$ cat src/rtl/latent_readout_stream_pkg.sv
// ---------------------------------------------------------------------------
// latent_readout_stream_pkg
// Shared definitions for the latent readout slice:
//   - default fixed-point widths of the dense-stage data path
//   - BRAM address and wait-counter widths
//   - readout FSM state encoding
// ---------------------------------------------------------------------------
package latent_readout_stream_pkg;

  localparam int DEF_INT_W  = 10;
  localparam int DEF_FRAC_W = 10;

  localparam int ADDR_W = 2;
  localparam int WAIT_W = 3;

  typedef enum logic [2:0] {
    ST_IDLE    = 3'd0,
    ST_ISSUE   = 3'd1,
    ST_WAIT    = 3'd2,
    ST_CAPTURE = 3'd3,
    ST_STREAM  = 3'd4,
    ST_DONE    = 3'd5
  } state_t;

endpackage

$ cat src/rtl/latent_readout_stream_fixed_requant_sat.sv
// ---------------------------------------------------------------------------
// fixed_requant_sat
// Combinational requantiser from Q(IN_INT_W.IN_FRAC_W) to
// Q(OUT_INT_W.OUT_FRAC_W): arithmetic shift right (truncate toward -inf),
// saturate to the output range, optionally clamp negatives to zero.
// Reusable by any dense stage that narrows its fixed-point format.
//
// Ports:
//   i_data  in   IN_INT_W+IN_FRAC_W    signed input value
//   o_data  out  OUT_INT_W+OUT_FRAC_W  signed requantised value
//
// Parameters:
//   RELU_EN  when 1, negative results are replaced by zero after saturation
// ---------------------------------------------------------------------------
module fixed_requant_sat #(
  parameter int IN_INT_W   = 10,
  parameter int IN_FRAC_W  = 10,
  parameter int OUT_INT_W  = 10,
  parameter int OUT_FRAC_W = 10,
  parameter bit RELU_EN    = 1'b0
) (
  input  logic signed [IN_INT_W+IN_FRAC_W-1:0]   i_data,
  output logic signed [OUT_INT_W+OUT_FRAC_W-1:0] o_data
);

  localparam int IN_W  = IN_INT_W + IN_FRAC_W;
  localparam int OUT_W = OUT_INT_W + OUT_FRAC_W;
  localparam int SHIFT = IN_FRAC_W - OUT_FRAC_W;

  logic signed [IN_W-1:0]  w_shifted;
  logic [IN_W-OUT_W:0]     w_upper;
  logic signed [OUT_W-1:0] w_sat;

  // The value fits the output format only when every bit from the output
  // sign position upward is a copy of the sign; otherwise clamp to the rail
  // matching the input sign.
  always_comb begin
    w_shifted = i_data >>> SHIFT;
    w_upper   = w_shifted[IN_W-1:OUT_W-1];
    if (!w_shifted[IN_W-1] && (|w_upper)) begin
      w_sat = {1'b0, {(OUT_W-1){1'b1}}};
    end else if (w_shifted[IN_W-1] && !(&w_upper)) begin
      w_sat = {1'b1, {(OUT_W-1){1'b0}}};
    end else begin
      w_sat = w_shifted[OUT_W-1:0];
    end
    o_data = w_sat;
    if (RELU_EN && w_sat[OUT_W-1]) begin
      o_data = '0;
    end
  end

endmodule

$ cat src/rtl/latent_readout_stream.sv
// ---------------------------------------------------------------------------
// latent_readout_stream
// Consumer of the latent-space dense stage. After the dense stage signals
// done, reads NEURON values from its output BRAM, requantises each one with
// saturation, holds them in a small register file and streams them to the
// decoder over a valid/ready interface.
//
// Ports:
//   clk                   in   1      clock
//   reset                 in   1      asynchronous active-high reset
//   dense_done            in   1      level done from the dense stage
//   dense_output_address  out  2      BRAM read address
//   dense_output_enable   out  1      high while the BRAM read port is owned
//   dense_output_data     in   INT_W+FRAC_W signed BRAM read data
//   latent_valid          out  1      output word valid
//   latent_ready          in   1      decoder accepts word
//   latent_data           out  OUT_INT_W+OUT_FRAC_W signed latent value
//   latent_last           out  1      high with the final word
//   done                  out  1      all words accepted; sticky until reset
//
// Build option:
//   LATENT_READOUT_RELU_EN  when defined, negative requantised values are
//                           stored as zero.
// ---------------------------------------------------------------------------
module latent_readout_stream
  import latent_readout_stream_pkg::*;
#(
  parameter int NEURON       = 2,
  parameter int INT_W        = DEF_INT_W,
  parameter int FRAC_W       = DEF_FRAC_W,
  parameter int OUT_INT_W    = 10,
  parameter int OUT_FRAC_W   = 10,
  parameter int READ_LATENCY = 2
) (
  input  logic                                clk,
  input  logic                                reset,
  input  logic                                dense_done,
  output logic [ADDR_W-1:0]                   dense_output_address,
  output logic                                dense_output_enable,
  input  logic signed [INT_W+FRAC_W-1:0]      dense_output_data,
  output logic                                latent_valid,
  input  logic                                latent_ready,
  output logic signed [OUT_INT_W+OUT_FRAC_W-1:0] latent_data,
  output logic                                latent_last,
  output logic                                done
);

  localparam int OUT_W = OUT_INT_W + OUT_FRAC_W;
  localparam int REGS  = 2 ** ADDR_W;

  localparam logic [ADDR_W-1:0] LAST_IDX = ADDR_W'(NEURON - 1);
  localparam logic [WAIT_W-1:0] LAT_LAST = WAIT_W'(READ_LATENCY - 1);

`ifdef LATENT_READOUT_RELU_EN
  localparam bit RELU_EN = 1'b1;
`else
  localparam bit RELU_EN = 1'b0;
`endif

  state_t                  r_state;
  logic [ADDR_W-1:0]       r_rdIdx;
  logic [ADDR_W-1:0]       r_wrIdx;
  logic [WAIT_W-1:0]       r_waitCnt;
  logic                    r_doneD;
  logic                    r_armed;
  logic [ADDR_W-1:0]       r_address;
  logic                    r_enable;
  logic                    r_valid;
  logic signed [OUT_W-1:0] r_data;
  logic                    r_last;
  logic                    r_done;
  logic signed [OUT_W-1:0] r_regs [REGS];

  logic signed [OUT_W-1:0] w_requant;
  logic [ADDR_W-1:0]       w_nextWr;
  logic                    w_start;

  fixed_requant_sat #(
    .IN_INT_W   (INT_W),
    .IN_FRAC_W  (FRAC_W),
    .OUT_INT_W  (OUT_INT_W),
    .OUT_FRAC_W (OUT_FRAC_W),
    .RELU_EN    (RELU_EN)
  ) u_requant (
    .i_data (dense_output_data),
    .o_data (w_requant)
  );

  // r_armed only becomes set once dense_done has been seen low, so a done
  // level that is already high when reset is released cannot start a frame.
  assign w_start  = dense_done && !r_doneD && r_armed;
  assign w_nextWr = r_wrIdx + ADDR_W'(1);

  // Readout FSM: per word ISSUE, READ_LATENCY x WAIT, CAPTURE with the
  // address held constant, then stream the register file to the decoder.
  // The address is loaded on entry to ISSUE so it is already stable in the
  // ISSUE cycle itself.
  always_ff @(posedge clk or posedge reset) begin
    if (reset) begin
      r_state   <= ST_IDLE;
      r_rdIdx   <= '0;
      r_wrIdx   <= '0;
      r_waitCnt <= '0;
      r_doneD   <= 1'b0;
      r_armed   <= 1'b0;
      r_address <= '0;
      r_enable  <= 1'b0;
      r_valid   <= 1'b0;
      r_data    <= '0;
      r_last    <= 1'b0;
      r_done    <= 1'b0;
      for (int i = 0; i < REGS; i++) begin
        r_regs[i] <= '0;
      end
    end else begin
      r_doneD <= dense_done;
      if (!dense_done) begin
        r_armed <= 1'b1;
      end
      case (r_state)
        ST_IDLE: begin
          if (w_start) begin
            r_rdIdx   <= '0;
            r_address <= '0;
            r_enable  <= 1'b1;
            r_state   <= ST_ISSUE;
          end
        end
        ST_ISSUE: begin
          r_address <= r_rdIdx;
          r_waitCnt <= '0;
          r_state   <= ST_WAIT;
        end
        ST_WAIT: begin
          r_waitCnt <= r_waitCnt + WAIT_W'(1);
          if (r_waitCnt == LAT_LAST) begin
            r_state <= ST_CAPTURE;
          end
        end
        ST_CAPTURE: begin
          r_regs[r_rdIdx] <= w_requant;
          if (r_rdIdx != LAST_IDX) begin
            r_rdIdx   <= r_rdIdx + ADDR_W'(1);
            r_address <= r_rdIdx + ADDR_W'(1);
            r_state   <= ST_ISSUE;
          end else begin
            // Present word 0 right away; with a single neuron it is the
            // value being captured in this very cycle.
            r_enable <= 1'b0;
            r_wrIdx  <= '0;
            r_valid  <= 1'b1;
            r_data   <= (NEURON == 1) ? w_requant : r_regs[0];
            r_last   <= (NEURON == 1);
            r_state  <= ST_STREAM;
          end
        end
        ST_STREAM: begin
          if (latent_ready) begin
            if (r_last) begin
              r_valid <= 1'b0;
              r_last  <= 1'b0;
              r_done  <= 1'b1;
              r_state <= ST_DONE;
            end else begin
              r_wrIdx <= w_nextWr;
              r_data  <= r_regs[w_nextWr];
              r_last  <= (w_nextWr == LAST_IDX);
            end
          end
        end
        ST_DONE: begin
          r_done <= 1'b1;
        end
        default: begin
          r_state <= ST_IDLE;
        end
      endcase
    end
  end

  assign dense_output_address = r_address;
  assign dense_output_enable  = r_enable;
  assign latent_valid         = r_valid;
  assign latent_data          = r_data;
  assign latent_last          = r_last;
  assign done                 = r_done;

endmodule
$ cat config.mk
export PLATFORM = sky130hd
export DESIGN_NAME = latent_readout_stream
export DESIGN_NICKNAME = d
export VERILOG_FILES = /design/src/rtl/latent_readout_stream_pkg.sv /design/src/rtl/latent_readout_stream_fixed_requant_sat.sv /design/src/rtl/latent_readout_stream.sv
export SDC_FILE = /design/constraint.sdc
export NUM_CORES = 1
export LEC_CHECK = 0
export BUFFER_PORTS_ARGS = -buffer_cell sky130_fd_sc_hd__buf_4
export CAP_MARGIN = 0
export CORE_AREA = 4 4 139 141
export DETAILED_ROUTE_END_ITERATION = 12
export DIE_AREA = 0 0 143 145
export PLACE_DENSITY_LB_ADDON = 0.08
export SLEW_MARGIN = 25
export SYNTH_ARGS = -nofsm -noshare
export SYNTH_HDL_FRONTEND = slang
export SYNTH_SLANG_ARGS = --single-unit
$ cat constraint.sdc
create_clock -name clk -period 5.1 [get_ports clk]
set_clock_uncertainty 0.15 [all_clocks]
set_input_delay 0.765 -clock clk [delete_from_list [all_inputs] [get_ports clk]]
set_output_delay 0.765 -clock clk [all_outputs]
set_load 0.02 [all_outputs]
### Word-level counts from Yosys, hierarchy flattened

Cells that the tools add are included.

| cells by class | value |
|---|---|
| add/subtract/negate cells | 3 |
| $mul | 0 |
| divide/modulo/power cells | 0 |
| order comparisons | 3 |
| equal/unequal tests | 15 |
| shifts and indexed selects | 0 |
| mux-type cells | 38 |
| bitwise logic cells | 3 |
| reductions and logical operators | 18 |

Operators with widths:

| kind | number |
|---|---|
| $mux W20 | 6 |
| $bwmux W80 | 1 |
| $bmux W20 S2 | 1 |
| $demux W20 S2 | 1 |
| $pmux W20 S2 | 1 |
| $pmux W3 S6 | 1 |
| $mux W3 | 5 |
| $reduce_and A3 Y1 | 5 |
| $ne A2 B2 Y1 const B | 7 |
| $mux W2 | 5 |
| $mux W1 | 9 |
| $pmux W1 S2 | 4 |
| $pmux W2 S2 | 2 |
| $reduce_and A4 Y1 | 2 |
| $reduce_bool A2 Y1 | 4 |
| $eq A3 B1 Y1 const B | 2 |
| $eq A3 B2 Y1 const B | 2 |
| $eq A3 B3 Y1 const B | 2 |
| $ge A3 B3 Y1 const B | 2 |
| $not A2 Y3 | 2 |
| $pmux W2 S3 | 1 |
| $pmux W3 S2 | 1 |
| $reduce_and A5 Y1 | 1 |
| $add A2 B1 Y2 const B | 2 |
| 9 further kinds | 11 |

| storage, ports and cells | value |
|---|---|
| register bits after elaboration | 118 |
| latch bits | 0 |
| memory bits (writable) | 0 |
| memory bits (read-only) | 0 |
| input bits | 24 |
| output and inout port bits | 26 |
| word-level logic and storage cells | 96 |
| memories | 0 |

### Logic depth before layout (Yosys ltp)

Gate-level depths: netlist (run 1).

| logic depth | value |
|---|---|
| depth in word-level cells | 8 |
| gate-level depth with buffers | 10 |
| gate-level depth less buffers | 6 |

### Cells and area by module

Synthesis (run 1) repeated with hierarchy kept, for this count alone.

| unflattened totals | value |
|---|---|
| cell total of the unflattened synthesis | 460 |
| area total of the unflattened synthesis | 5517.8 sq um |

Modules (own cells, without submodules):

| module | instances | cells an instance | area an instance (sq um) | sequential area each (sq um) |
|---|---|---|---|---|
| latent_readout_stream | 1 | 440 | 5367.6 | 2952.8 |
| fixed_requant_sat | 1 | 20 | 150.1 | 0.0 |

### Worst setup path before layout (run 1)

Ideal clock, no wire load.

| timing | value |
|---|---|
| kind | reg2reg |
| from | register r_wrIdx[0] |
| to | register r_data[8], in the netlist latent_data[8] |
| setup time | 0.131 ns |
| arrival | 1.916 ns |
| required time | 4.819 ns |
| setup slack | 2.902 ns |
| cell stages (with the launch flop) | 11 |
| path buffers | 4 |
| clock period less this slack | 2.198 ns |
| cell sequence | dfrtp_1 buf_2 buf_1 inv_1 ha_1 clkbuf_1 clkbuf_1 nor3_1 a21oi_1 o221ai_1 o21ai_0 |

| on the way | value |
|---|---|
| word-level cells in the longest chain between the ends | 8 |

RTL lines:

| element | line | text |
|---|---|---|
| start, declared | latent_readout_stream.sv:62 | `logic [ADDR_W-1:0] r_wrIdx;` |
| start signal, assigned | latent_readout_stream.sv:165 | `r_wrIdx <= w_nextWr;` |
| $add A2 B1 Y2 | latent_readout_stream.sv:92 | `assign w_nextWr = r_wrIdx + ADDR_W'(1);` |
| $not A2 Y3 (not written as such) | latent_readout_stream.sv:166 | `r_data <= r_regs[w_nextWr];` |
| $bmux W20 S2 | latent_readout_stream.sv:166 |  |
| $mux W20 (not written as such) (2 in series) | latent_readout_stream.sv:166 |  |
| $mux W20 | latent_readout_stream.sv:159 | `if (r_last) begin` |
| $mux W20 | latent_readout_stream.sv:158 | `if (latent_ready) begin` |
| $pmux W20 S2 | latent_readout_stream.sv:120 | `case (r_state)` |
| end signal, assigned | latent_readout_stream.sv:152 | `r_data <= (NEURON == 1) ? w_requant : r_regs[0];` |
| end signal, assigned | latent_readout_stream.sv:166 |  |
| end, declared | latent_readout_stream.sv:69 | `logic signed [OUT_W-1:0] r_data;` |

No other way between the ends. The select of a mux whose other input is x is not followed.
A chain may end at the register's enable or synchronous reset.

### Worst setup path after layout (run 1)

| timing | value |
|---|---|
| from | register r_state[2] |
| to | register r_data[17], in the netlist latent_data[17] |

| on the way | value |
|---|---|
| word-level cells in the longest chain between the ends | 3 |
| elaborated cells between the ends (all ways) | 8 |
| classes of those cells | 5 x eq/ne; 1 x mux; 2 x reduce/logical |

RTL lines:

| element | line | text |
|---|---|---|
| start, declared | latent_readout_stream.sv:60 | `state_t r_state;` |
| start signal, assigned | latent_readout_stream.sv:100 | `r_state <= ST_IDLE;` |
| start signal, assigned | latent_readout_stream.sv:126 | `r_state <= ST_ISSUE;` |
| start signal, assigned | latent_readout_stream.sv:132 | `r_state <= ST_WAIT;` |
| $eq A3 B2 Y1 / $eq A3 B3 Y1 (equally long branches) | latent_readout_stream.sv:120 |  |
| $ne A2 B2 Y1 (no line) / $reduce_bool A2 Y1 (equally long branches) | n/a |  |
| $reduce_and A4 Y1 (no line) | n/a |  |

Several ways; a longest one is shown, not always the timed one.

==> results of run 1 <==
## worst max-delay path: cells and delay by family (launching register included)
kind / cells / cell delay, ps
compound gates: 3 / 760
buf+inv: 1 / 220
flops: 1 / 700
simple gates: 1 / 800
## how the worst max path moves through the flow
stage / from / endpoint / slack [ps] / cells after the start
3_3_place_gp: r_state[2] / latent_data[19] / 2030 / 4
5_1_grt: r_state[2] / latent_data[13] / 2190 / 5
6_report: r_state[2] / latent_data[17] / 2370 / 5
2_1_floorplan: reset / dense_output_address[0] / 1060 / 1
4_1_cts: r_state[2] / latent_data[2] / 1930 / 4
3_5_place_dp: r_state[2] / latent_data[19] / 1940 / 4
## layout make-up
type | instances | area, um^2
fillers | 1770 | 11400
clock buffers | 24 | 492
flip-flops and latches | 118 | 2950
well taps | 229 | 287
inverters | 29 | 111
multi-input cells | 301 | 2120
repair buffers | 59 | 463
clock inverters | 8 | 120
## sequential cells by signal, summed over array words and instances (netlist names)
register and count:
latent_valid 1, r_waitCnt 3, r_regs 80, r_armed 1, dense_output_enable 1, latent_last 1, latent_data 20, r_state 3
done 1, r_rdIdx 2, r_wrIdx 2, dense_output_address 2, r_doneD 1
## power by group
| part | switching [mW] | total [mW] | internal (mW) |
|---|---|---|---|
| Clock | 0.404 | 1.22 | 0.817 |
| Combinational | 0.872 | 1.60 | 0.724 |
| Sequential | 0.300 | 1.69 | 1.39 |
## cells in the final DEF, fill, tap and decap left out, types with 4 or more instances in the layout
cell type,synthesis,routed
sky130_fd_sc_hd__ha_1,7,7
sky130_fd_sc_hd__nor3_1,22,22
sky130_fd_sc_hd__buf_4,0,58
sky130_fd_sc_hd__clkbuf_8,0,4
sky130_fd_sc_hd__nand2b_1,4,4
sky130_fd_sc_hd__inv_1,29,28
sky130_fd_sc_hd__clkbuf_16,0,17
sky130_fd_sc_hd__mux2i_1,21,21
sky130_fd_sc_hd__mux2_2,61,61
sky130_fd_sc_hd__nand2_1,66,66
sky130_fd_sc_hd__o21ai_0,18,18
sky130_fd_sc_hd__o21ai_1,15,15
sky130_fd_sc_hd__a21oi_1,31,31
sky130_fd_sc_hd__nor2_1,8,8
sky130_fd_sc_hd__o221ai_1,20,20
sky130_fd_sc_hd__dfrtp_1,118,117
sky130_fd_sc_hd__nand3_1,5,5
## routing by layer
layer  track usage  vias to the layer above  part of all wire  wire (um)
met1         0.177                     1837              0.48       6190
li1              -                     1789                 -          -
met4        0.0499                        0             0.014        185
met3        0.0303                       16             0.029        377
met5             0                        -                 0          0
met2         0.210                       54              0.48       6240
## cells in the mapped netlist, types with 4 or more instances
library cell,instances,area (um^2)
sky130_fd_sc_hd__a21oi_1,31,155
sky130_fd_sc_hd__buf_2,17,85.1
sky130_fd_sc_hd__clkbuf_1,13,48.8
sky130_fd_sc_hd__dfrtp_1,118,2950
sky130_fd_sc_hd__ha_1,7,87.6
sky130_fd_sc_hd__inv_1,29,109
sky130_fd_sc_hd__mux2_2,61,687
sky130_fd_sc_hd__mux2i_1,21,210
sky130_fd_sc_hd__nand2_1,66,248
sky130_fd_sc_hd__nand2b_1,4,25.0
sky130_fd_sc_hd__nand3_1,5,25.0
sky130_fd_sc_hd__nor2_1,8,30.0
sky130_fd_sc_hd__nor3_1,22,110
sky130_fd_sc_hd__o21ai_0,18,90.1
sky130_fd_sc_hd__o21ai_1,15,75.1
sky130_fd_sc_hd__o221ai_1,20,175
## cell families after synthesis
logic type,share of synthesized area
AOI/OAI and AO/OA,0.113
xor gates and xnor gates,0.00164
adders and majority gates,0.0164
buffers and inverters,0.0529
DFF,0.552
muxes,0.168
and+or+nand+nor,0.0966
==> run summary, run 1 <==
The worst-case register-to-register setup slack came out at 2370 ps. Summing over every cut layer, the via total after detailed routing is 3,696. The first-pass GRT wire length came out at 21,300 um. The finished cells cover 0.00655 mm^2. The number of buffers added for setup after CTS came out at 0. The required time at the endpoint of the critical path came out at 5290 ps.

STA classifies the critical path startpoint as a flop. The overall power after layout came out at 4.51 mW. The final-layout setup total negative slack is 0 ps. The depth of the CTS H-tree came out at 4.

The mean cell area of the mapped netlist came out at 11.0 um^2. The post-CTS resize count is 0. The sum of routed wire length over all layers came out at 13,000 um. TritonCTS built the clock tree.

The register bit total from synthesis is 118. The final cell count without fillers is 768. The count of boundary I/O pins came out at 50. The worst-path maximum fanout is 28. The fraction of the core area covered by cells at the end of the flow is 0.364. The cell area after synthesis is 0.00535 mm^2.

The number of warnings reported in the yosys synthesis log is 0. The total power density per cell area is 689 mW/mm^2. The number of cells on the worst reg-to-reg path is 5.

The clock passes through at most 2 buffers. For the pin with the worst max-slew slack, the measured transition is 957 ps. The standard-cell row count came out at 49. In this run, distinct cell masters in the synthesized netlist total 38.

The post-place instance area is 0.00590 mm^2. The per-cell routed wire length is 16.9 um. The critical path capture point type is a flop.

The highest attainable clock frequency is 367 MHz. The classification of the worst setup path is reg2reg. The weighted congestion at the end of routability-driven global placement is 0.711. In the routed design, unresolved DRC markers number 0. The endpoint arrival time on the critical path came out at 2910 ps. The horizontal extent of the die is 143 um. Setup repair after global routing left no endpoint under its margin. The placeable core region came out at 0.0180 mm^2. In the final layout, the share of cells above drive strength 1 is 0.286. The first-pass iteration count of the detailed router came out at 4.

The async set-or-reset flop fraction in the synthesized netlist is 1.00. The tool flagged a number of max-cap violations equal to 0. The clock transition time at the flip-flop clock pins of the worst setup and hold paths came out at 60 ps. Across every metal layer, demand over resource in global routing totals 0.133. The leftover overflow at the end of global routing is 0. The path class of the tightest hold or removal check is in2async. The cell count after synthesis came out at 484. The endpoint identified for the worst register-to-register timing path is latent_data[17]. The flow ran to the end, and the final reports show no timing, DRC or antenna violations.

The smallest hold slack is 210 ps. The number of routed nets with antenna violations is 0. The number of antenna violations at the first check in global routing came out at 0. In this run, post-CTS hold repair placed 0 buffers. The final-stage net count is 557. The HPWL after detailed placement is 8020 um. The startpoint identified for the worst register-to-register timing path is r_state[2]. Measured along the y axis, the die boundary spans 145 um. The full die area is 0.0207 mm^2. The number of buffers created by CTS came out at 17. The antenna diode count is 0.

The highest-delay cell along the critical path is sky130_fd_sc_hd__or3b_2. The cell total after placement is 735. In the synthesized netlist the dominant register cell turns out to be sky130_fd_sc_hd__dfrtp_1. Of the available clock period, the critical path in the final layout requires 0.535. The delay contributed by the slowest stage of the critical path came out at 800 ps. The headroom to the max-slew limit is 0.362.

The total clock sinks is 118. The total setup violations reported at the end of the flow is 0. The leakage dissipation is 2.89 nW. The pre-CTS setup slack is 1940 ps.

The max-slew violation count came out at 0. The largest vdd supply drop is 340 uV. The port buffer count is 49.

Entering global routing, the biggest net connects 47 pins. The worst-skew pair later-pin latency is 410 ps. The post-detailed-route via-to-cell ratio is 4.81. For this configuration, the core starts out at a cell density of 0.298. The clock tree root driver cell is sky130_fd_sc_hd__clkbuf_16. The number of endpoints with negative hold slack in the final report is 0. From synthesis to final layout, the design area changed by 22.4%. Counting flops with a built-in enable in the synthesized netlist gives 0. The number of nets produced by synthesis came out at 515. Traced cell by cell, the critical path runs through or3b_2, o21ai_4, buf_16, o221ai_1, o21ai_1. After the first detailed-routing iteration, the DRC count stood at 161. The share of the Yosys chip area taken by registers is 0.552.

The clock period minus worst slack came out at 2730 ps. The worst setup margin came out at 2370 ps. The via count of the first global-routing pass is 3,855.
Note: power is estimated with default switching activity, not from simulation.
==> run 2: changes to the inputs <==
- clock period: 5.1 -> 2.8 ns (I/O delays scaled with it)
==> run 2 against run 1 <==
Net effect:
- non-clock buffer count increased by 8
- setup slack got worse by 1800 ps
- final cell count is 1.0% higher
- maximum frequency up 22%
- wire length up 2.0%
- die area unchanged
- flip-flop and latch count unchanged
- clock power rose by 93%
- via count rose by 1.1%
- critical path depth unchanged
- cell area increased by 1.2%
- critical path type unchanged
- largest power group is now combinational logic
==> run summary, run 2 (synthesis gave the netlist of run 1 again) <==
Run status: completed (unchanged). The worst-path maximum fanout came out at 41 (was 28). The leakage dissipation was 2.94 nW (was 2.89 nW).

The number of routed nets with antenna violations was 0 (unchanged). The via count of the first global-routing pass was 3,852 (was 3,855). The share of layout cells above drive strength 1 came out at 0.291 (was 0.286). The share of the clock period used by the worst path after layout is 0.796 (was 0.535). The number of endpoints with negative hold slack in the final report came out at 0 (unchanged).

The most congested layer reported by global routing is met2 (unchanged). The total via count in the routed design is 3,738 (was 3,696). The worst-skew pair later-pin latency is 410 ps (about the same). The first-pass GRT wire length is 21,300 um (about the same). The clock transition time at the flip-flop clock pins of the worst setup and hold paths is 60 ps (about the same). The total power density per cell area came out at 1260 mW/mm^2 (was 689 mW/mm^2). The standard-cell row count came to 49 (unchanged). The weighted congestion at the end of routability-driven global placement is 0.717 (was 0.711). The largest vdd supply drop is 514 uV (was 340 uV). The number of buffers created by CTS came out at 17 (unchanged). The number of antenna violations at the first check in global routing is 0 (unchanged). The cell area after layout is 0.00662 mm^2 (was 0.00655 mm^2). The type of origin of the critical path is a flop (unchanged). The antenna diode count is 0 (unchanged). The HPWL after detailed placement is 8000 um (was 8020 um). The sum of routed wire length over all layers came out at 13,300 um (was 13,000 um). The classification of the worst setup path is reg2reg (unchanged).

The post-place instance area came out at 0.00597 mm^2 (was 0.00590 mm^2). The final-stage net count came to 565 (was 557). The clock period minus worst slack came out at 2230 ps (was 2730 ps).

The count of boundary I/O pins is 50 (unchanged). The endpoint arrival time on the critical path is 2410 ps (was 2910 ps). The number of max-capacitance violations reported is 0 (unchanged).

The leftover overflow at the end of global routing came to 0 (unchanged). The highest attainable clock frequency is 449 MHz (was 367 MHz). The total setup violations reported at the end of the flow was 0 (unchanged). The per-cell routed wire length came to 17.1 um (was 16.9 um). The max-slew violation count is 0 (unchanged). The full die area came out at 0.0207 mm^2 (unchanged). The first-pass iteration count of the detailed router came to 4 (unchanged). The clock tree root driver cell is sky130_fd_sc_hd__clkbuf_16 (unchanged).

The global routing met1 resource utilization came out at 0.173 (was 0.177). The total clock sinks came to 118 (unchanged). The remaining routing DRC violations was 0 (unchanged).

The placeable core region was 0.0180 mm^2 (unchanged). The flip-flop count of the largest register after layout came to 80 (unchanged). The transition at the pin with the smallest max-transition slack is 662 ps (was 957 ps). The effective utilization at floorplan came out at 0.298 (unchanged). The class of the worst hold path is in2async (unchanged). The most flop-heavy register is r_regs (unchanged).

The post-CTS resize count was 0 (unchanged). The overall power after layout came to 8.36 mW (was 4.51 mW). The area growth from synthesis to layout was 23.9% (was 22.4%). The violation count after the first detailed-route iteration came out at 133 (was 161). The required time at the endpoint of the critical path is 2980 ps (was 5290 ps). The met2 layer usage reported by global route is 0.215 (was 0.210). The met3 global-route usage came out at 0.0355 (was 0.0303). The global-route usage over all layers is 0.133 (about the same).

The port buffer count is 49 (unchanged). The pin count of the biggest net entering global routing was 77 (was 47). The depth of the CTS H-tree came to 4 (unchanged). The headroom to the max-slew limit is 0.559 (was 0.362). The commonest non-fill, non-tap cell in the layout is sky130_fd_sc_hd__dfrtp_1 (unchanged). The final-layout setup total negative slack is 0 ps (unchanged). Commonest cells after routing, fill and taps aside: sky130_fd_sc_hd__dfrtp_1 (117), sky130_fd_sc_hd__nand2_1 (66), sky130_fd_sc_hd__buf_4 (65), sky130_fd_sc_hd__mux2_2 (61), sky130_fd_sc_hd__a21oi_1 (31) (was sky130_fd_sc_hd__dfrtp_1 (117), sky130_fd_sc_hd__nand2_1 (66), sky130_fd_sc_hd__mux2_2 (61), sky130_fd_sc_hd__buf_4 (58), sky130_fd_sc_hd__a21oi_1 (31)). The critical path capture point type is a flop (unchanged). RSZ-0062 raised after global routing: no (unchanged). The post-detailed-route via-to-cell ratio is 4.82 (was 4.81). The smallest hold slack came out at 5.41 ps (was 210 ps). The CTS tree is done (unchanged). The horizontal extent of the die came out at 143 um (unchanged). The maximum clock insertion buffer count was 2 (unchanged). The die span in y is 145 um (unchanged). The fraction of the core area covered by cells at the end of the flow is 0.369 (was 0.364).
run 2: changes by cell type in the layout (fill, tap and decap cells not counted), sizes merged:
| cell | change |
|---|---|
| buf | +7 |
| bufinv | +2 |
| clkbuf | -1 |
| dlygate4sd3 | +1 |
| inv | -1 |
run 2: area by class of cell:
| class | count | area, um^2 |
|---|---|---|
| multi-input cells | 301 | 2110 |
| flip-flops and latches | 118 | 2950 |
| inverters | 29 | 113 |
| clock inverters | 9 | 173 |
| clock buffers | 23 | 468 |
| fillers | 1792 | 11300 |
| repair buffers | 67 | 518 |
| well taps | 229 | 287 |
run 2: layer usage:
| layer | share of wire | wire, um |
|---|---|---|
| met1 | 0.47 | 6220 |
| met2 | 0.48 | 6390 |
| met3 | 0.034 | 449 |
| met4 | 0.015 | 195 |
| met5 | 0 | 0 |
run 2: path summary, 6_finish.rpt:
kind | slack, ps | from | cells after the start | to
setup / recovery | 570 | r_state[0] | 5 | latent_data[3]
max in group asynchronous | 2000 | reset | 3 | r_wrIdx[0]
min in group clk | 80 | dense_output_data[3] | 3 | r_regs[43]
setup reg to reg | 570 | r_state[0] | 5 | latent_data[3]
hold / removal | 5 | reset | 3 | r_regs[32]
hold reg to reg | 320 | done | 1 | done
run 2: power breakdown:
group          internal [mW]  leakage, nW  switching [mW]
sequential              2.53         1.41           0.454
clock                   1.62        0.311           0.743
combinational           1.36         1.21            1.65
run 2: what timing repair did:
action | in CTS | in global routing
buffers inserted | 0 | 0
endpoints found under the hold margin | 1 | 0
hold buffers | 1 | 0
run 2: critical path: stages, from the launching register on:
cell and delay (ps):
sky130_fd_sc_hd__dfrtp_1 460, sky130_fd_sc_hd__or3b_1 610, sky130_fd_sc_hd__o21ai_4 210, sky130_fd_sc_hd__buf_4 400, sky130_fd_sc_hd__o221ai_1 200, sky130_fd_sc_hd__o21ai_0 100
run 2: per-stage QoR:
| stage | setup WS [ps] | std cells |
|---|---|---|
| 2_1_floorplan | 602 | 484 |
| 6_report | 572 | 776 |
| 4_1_cts | 563 | 776 |
| 3_5_place_dp | 576 | 743 |
| 5_1_grt | 365 | 776 |
| 3_3_place_gp | 657 | 743 |
==> run 3: changes to the inputs <==
- ABC_AREA: unset -> 1
- CORE_AREA: 4 4 139 141 -> 4 4 137 139
- DIE_AREA: 0 0 143 145 -> 0 0 141 143
- clock period: 2.8 -> 1.9 ns (I/O delays scaled with it)
==> run 3 against run 2 <==
Net effect:
- highest routed layer unchanged
- combinational power increased by 34%
- critical endpoint is now latent_data[12]
- die area fell by 2.8%
- largest power group is now registers
- sequential power grew 38%
==> run summary, run 3 <==
Run status: completed (unchanged). The overall power after layout came out at 11.5 mW (was 8.36 mW). The type of origin of the critical path is a flop (unchanged).

The dominant delay contributor by cell family on the critical path is flip-flops (was simple AND/OR/NAND/NOR gates). The classification of the worst setup path is reg2reg (unchanged). The transition at the pin with the smallest max-transition slack came out at 433 ps (was 662 ps). The horizontal extent of the die is 141 um (was 143 um). The most frequently used cell type in the post-synthesis netlist is sky130_fd_sc_hd__nand2_1 (was sky130_fd_sc_hd__dfrtp_1). The first-pass iteration count of the detailed router came out at 5 (was 4). The proportion of netlist area held by the largest area contributor is 0.565 (was 0.552). The switching share of power came out at 0.372 (was 0.340).

The number of routed nets with antenna violations came out at 0 (unchanged). The highest attainable clock frequency came out at 575 MHz (was 449 MHz). The total via count in the routed design was 4,223 (was 3,738). The number of antenna violations at the first check in global routing came out at 0 (unchanged).

The HPWL after detailed placement was 8780 um (was 8000 um). The critical path capture point type is a flop (unchanged). The number of warnings reported in the yosys synthesis log came out at 0 (unchanged). The number of instances in the synthesized netlist came to 632 (was 484). The antenna diode count is 0 (unchanged).

The delay contributed by the slowest stage of the critical path is 370 ps (was 610 ps). The number of buffers added for setup after CTS was 0 (unchanged). Sequence of cells on the critical path: inv_1, ha_2, inv_1, nand2_1, buf_4, o21ai_0, nand2_1, nand3_1, nand2_1 (was or3b_1, o21ai_4, buf_4, o221ai_1, o21ai_0). The number of max-capacitance violations reported came to 0 (unchanged). The CTS tree is done (unchanged). The async set-or-reset flop fraction in the synthesized netlist is 1.00 (unchanged).

The flip-flop count of the largest register after layout is 80 (unchanged). The class of the worst hold path is in2reg (was in2async). The startpoint identified for the worst hold timing path is dense_output_data[4]. Leading post-synthesis cells by cell area: sky130_fd_sc_hd__dfrtp_1 (57%), sky130_fd_sc_hd__nand2_1 (17%), sky130_fd_sc_hd__o21ai_0 (10%) (was sky130_fd_sc_hd__dfrtp_1 (55%), sky130_fd_sc_hd__mux2_2 (13%), sky130_fd_sc_hd__nand2_1 (4.6%)). The final-layout setup total negative slack came to 0 ps (unchanged). The weighted congestion at the end of routability-driven global placement came out at 0.794 (was 0.717).

The share of total power in combinational logic is 0.352 (was 0.360). The worst-path maximum fanout was 9 (was 41). The number of nets produced by synthesis is 663 (was 515). Cell types with the highest counts after synthesis: sky130_fd_sc_hd__nand2_1 (230), sky130_fd_sc_hd__dfrtp_1 (118), sky130_fd_sc_hd__o21ai_0 (106) (was sky130_fd_sc_hd__dfrtp_1 (118), sky130_fd_sc_hd__nand2_1 (66), sky130_fd_sc_hd__mux2_2 (61)). The clock network power share came to 0.288 (was 0.283). The primary flip-flop cell chosen by synthesis mapping is sky130_fd_sc_hd__dfrtp_1 (unchanged).

The worst setup margin was 162 ps (was 572 ps). The highest-delay cell along the critical path is sky130_fd_sc_hd__dfrtp_1 (was sky130_fd_sc_hd__or3b_1). The global-route usage over all layers came out at 0.146 (was 0.133).

The per-cell routed wire length is 14.5 um (was 17.1 um). The full die area is 0.0202 mm^2 (was 0.0207 mm^2). The total power density per cell area came to 1740 mW/mm^2 (was 1260 mW/mm^2). The register bit total from synthesis is 118 (unchanged).

The final cell count without fillers came to 933 (was 776). The first-pass GRT wire length came out at 22,900 um (was 21,300 um). The final-stage net count is 722 (was 565).

The depth of the CTS H-tree is 4 (unchanged). The largest vdd supply drop came out at 837 uV (was 514 uV). The net switching power figure came out at 4.27 mW (was 2.85 mW). The most prevalent standard cell on the critical path is sky130_fd_sc_hd__nand2_1. The endpoint arrival time on the critical path came to 1890 ps (was 2410 ps). Commonest cells after routing, fill and taps aside: sky130_fd_sc_hd__nand2_1 (230), sky130_fd_sc_hd__dfrtp_1 (118), sky130_fd_sc_hd__o21ai_0 (103), sky130_fd_sc_hd__buf_4 (65), sky130_fd_sc_hd__inv_1 (60) (was sky130_fd_sc_hd__dfrtp_1 (117), sky130_fd_sc_hd__nand2_1 (66), sky130_fd_sc_hd__buf_4 (65), sky130_fd_sc_hd__mux2_2 (61), sky130_fd_sc_hd__a21oi_1 (31)). The effective utilization at floorplan was 0.296 (was 0.298). The clock period minus worst slack is 1740 ps (was 2230 ps).

The required time at the endpoint of the critical path is 2050 ps (was 2980 ps). The beginning of the critical path is r_wrIdx[0] (was r_state[0]). The clock transition time at the flip-flop clock pins of the worst setup and hold paths came to 60 ps (about the same).

The headroom to the max-slew limit was 0.708 (was 0.559). The violation count after the first detailed-route iteration is 271 (was 133). The sum of routed wire length over all layers is 13,500 um (was 13,300 um).

The number of endpoints with negative hold slack in the final report came out at 0 (unchanged). The worst-case register-to-register setup slack is 160 ps (was 570 ps). The area growth from synthesis to layout came out at 26.7% (was 23.9%). The number of buffers created by CTS was 17 (unchanged). The standard-cell row count came out at 49 (unchanged). The sequential share of power came to 0.360 (was 0.357). The count of boundary I/O pins came out at 50 (unchanged).

The port buffer count was 49 (unchanged). The maximum clock insertion buffer count came out at 2 (unchanged). The commonest non-fill, non-tap cell in the layout is sky130_fd_sc_hd__nand2_1 (was sky130_fd_sc_hd__dfrtp_1).

The cell internal power dissipation is 7.22 mW (was 5.51 mW). The leftover overflow at the end of global routing came out at 0 (unchanged). The number of different library cells in the post-synthesis netlist came out at 23 (was 38). The total setup violations reported at the end of the flow was 0 (unchanged). The share of layout cells above drive strength 1 is 0.161 (was 0.291). The start of the worst register-to-register path is r_wrIdx[0] (was r_state[0]).

The cell area after synthesis was 0.00523 mm^2 (was 0.00535 mm^2). The remaining routing DRC violations came to 0 (unchanged). The total clock sinks came out at 118 (unchanged). The count of flip-flops with a built-in enable after synthesis is 0 (unchanged).

The mean cell area of the mapped netlist came out at 8.27 um^2 (was 11.0 um^2). The via count of the first global-routing pass came out at 4,229 (was 3,852). The post-synthesis cell type with the largest combined area is sky130_fd_sc_hd__dfrtp_1 (unchanged). The leakage dissipation is 3.42 nW (was 2.94 nW). The number of buffer and inverter stages on the critical path came out at 3 (was 1). The share of the yosys chip area belonging to registers is 0.565 (was 0.552). The placeable core region is 0.0177 mm^2 (was 0.0180 mm^2). The pin count of the biggest net entering global routing came out at 59 (was 77).

The clock tree root driver cell is sky130_fd_sc_hd__clkbuf_16 (unchanged). The die span in y was 143 um (was 145 um). The max-slew violation count was 0 (unchanged). RSZ-0062 raised after global routing: no (unchanged). The share of the clock period used by the worst path after layout is 0.915 (was 0.796).

The post-detailed-route via-to-cell ratio is 4.53 (was 4.82). The worst-skew pair later-pin latency is 410 ps (about the same). The cell total after placement came out at 898 (was 743). The pre-CTS setup slack came out at 125 ps (was 576 ps). The most flop-heavy register is r_regs (unchanged).
-- run 3: stage by stage --
| stage | hold slack [ps] | instance area [um^2] | util |
|---|---|---|---|
| 2_1_floorplan | 166 | 5230 | - |
| 3_3_place_gp | 126 | 5950 | 0.337 |
| 3_5_place_dp | 120 | 5950 | 0.337 |
| 4_1_cts | 1.37 | 6600 | 0.374 |
| 5_1_grt | 23.8 | 6620 | 0.375 |
| 6_report | 20.2 | 6620 | 0.375 |
-- run 3: cells by family (layout without fill, tap and decap cells) --
group,Yosys count,count (layout),share of synthesized area
AND/OR/NAND/NOR,287,287,0.223
AO/OA/AOI/OAI,121,121,0.117
flip-flops,118,118,0.565
buffers and inverters,98,170,0.0757
adder cells (fa/ha/maj),7,7,0.0168
XOR/XNOR,1,1,0.00168
-- run 3: final timing paths --
| check | endpoint | depth (start not counted) |
|---|---|---|
| setup / recovery | latent_data[12] | 9 |
| hold / removal | r_regs[64] | 3 |
| setup reg to reg | latent_data[12] | 9 |
| hold reg to reg | r_armed | 2 |
| max in group asynchronous | r_regs[33] | 4 |
| min in group asynchronous | r_waitCnt[2] | 3 |
-- run 3: worst reg2reg max path: stages (launching register included) --
cell                      delay [ps]
sky130_fd_sc_hd__dfrtp_1         370
sky130_fd_sc_hd__inv_1            70
sky130_fd_sc_hd__ha_2            300
sky130_fd_sc_hd__inv_1            90
sky130_fd_sc_hd__nand2_1          70
sky130_fd_sc_hd__buf_4           190
sky130_fd_sc_hd__o21ai_0         170
sky130_fd_sc_hd__nand2_1          80
sky130_fd_sc_hd__nand3_1         100
sky130_fd_sc_hd__nand2_1          60
-- run 3: what timing repair did --
| item | 4_1_cts | 5_1_grt |
|---|---|---|
| gates resized for setup | 0 | 8 |
| hold endpoints to repair | 40 | 0 |
| setup endpoints to repair | 0 | 20 |
| hold buffers | 3 | 0 |
-- run 3: power by group through the flow --
stage	Sequential (mW)	Clock [mW]	Combinational (mW)
6_report	4.14	3.31	4.04
4_1_cts	4.13	3.41	4.09
3_5_place_dp	4.16	0	4.06
5_1_grt	4.26	3.52	4.65
2_1_floorplan	4.30	0	2.39
3_3_place_gp	4.15	0	4.01
-- run 3: final cells by class --
class	instances	area (um^2)
Sequential cell	118	2950
Timing Repair Buffer	73	618
Clock buffer	20	467
Multi-Input combinational cell	416	1890
Clock inverter	12	150
Inverter	65	250
Fill cell	1862	11000
Tap cell	229	287
-- run 3: routing by layer --
| layer | vias up | share of wire | wire length, um | global-route usage |
|---|---|---|---|---|
| li1 | 2128 | - | - | - |
| met1 | 1981 | 0.51 | 6850 | 0.209 |
| met2 | 94 | 0.43 | 5860 | 0.216 |
| met3 | 20 | 0.045 | 608 | 0.0342 |
| met4 | 0 | 0.016 | 217 | 0.0530 |
| met5 | - | 0 | 0 | 0 |
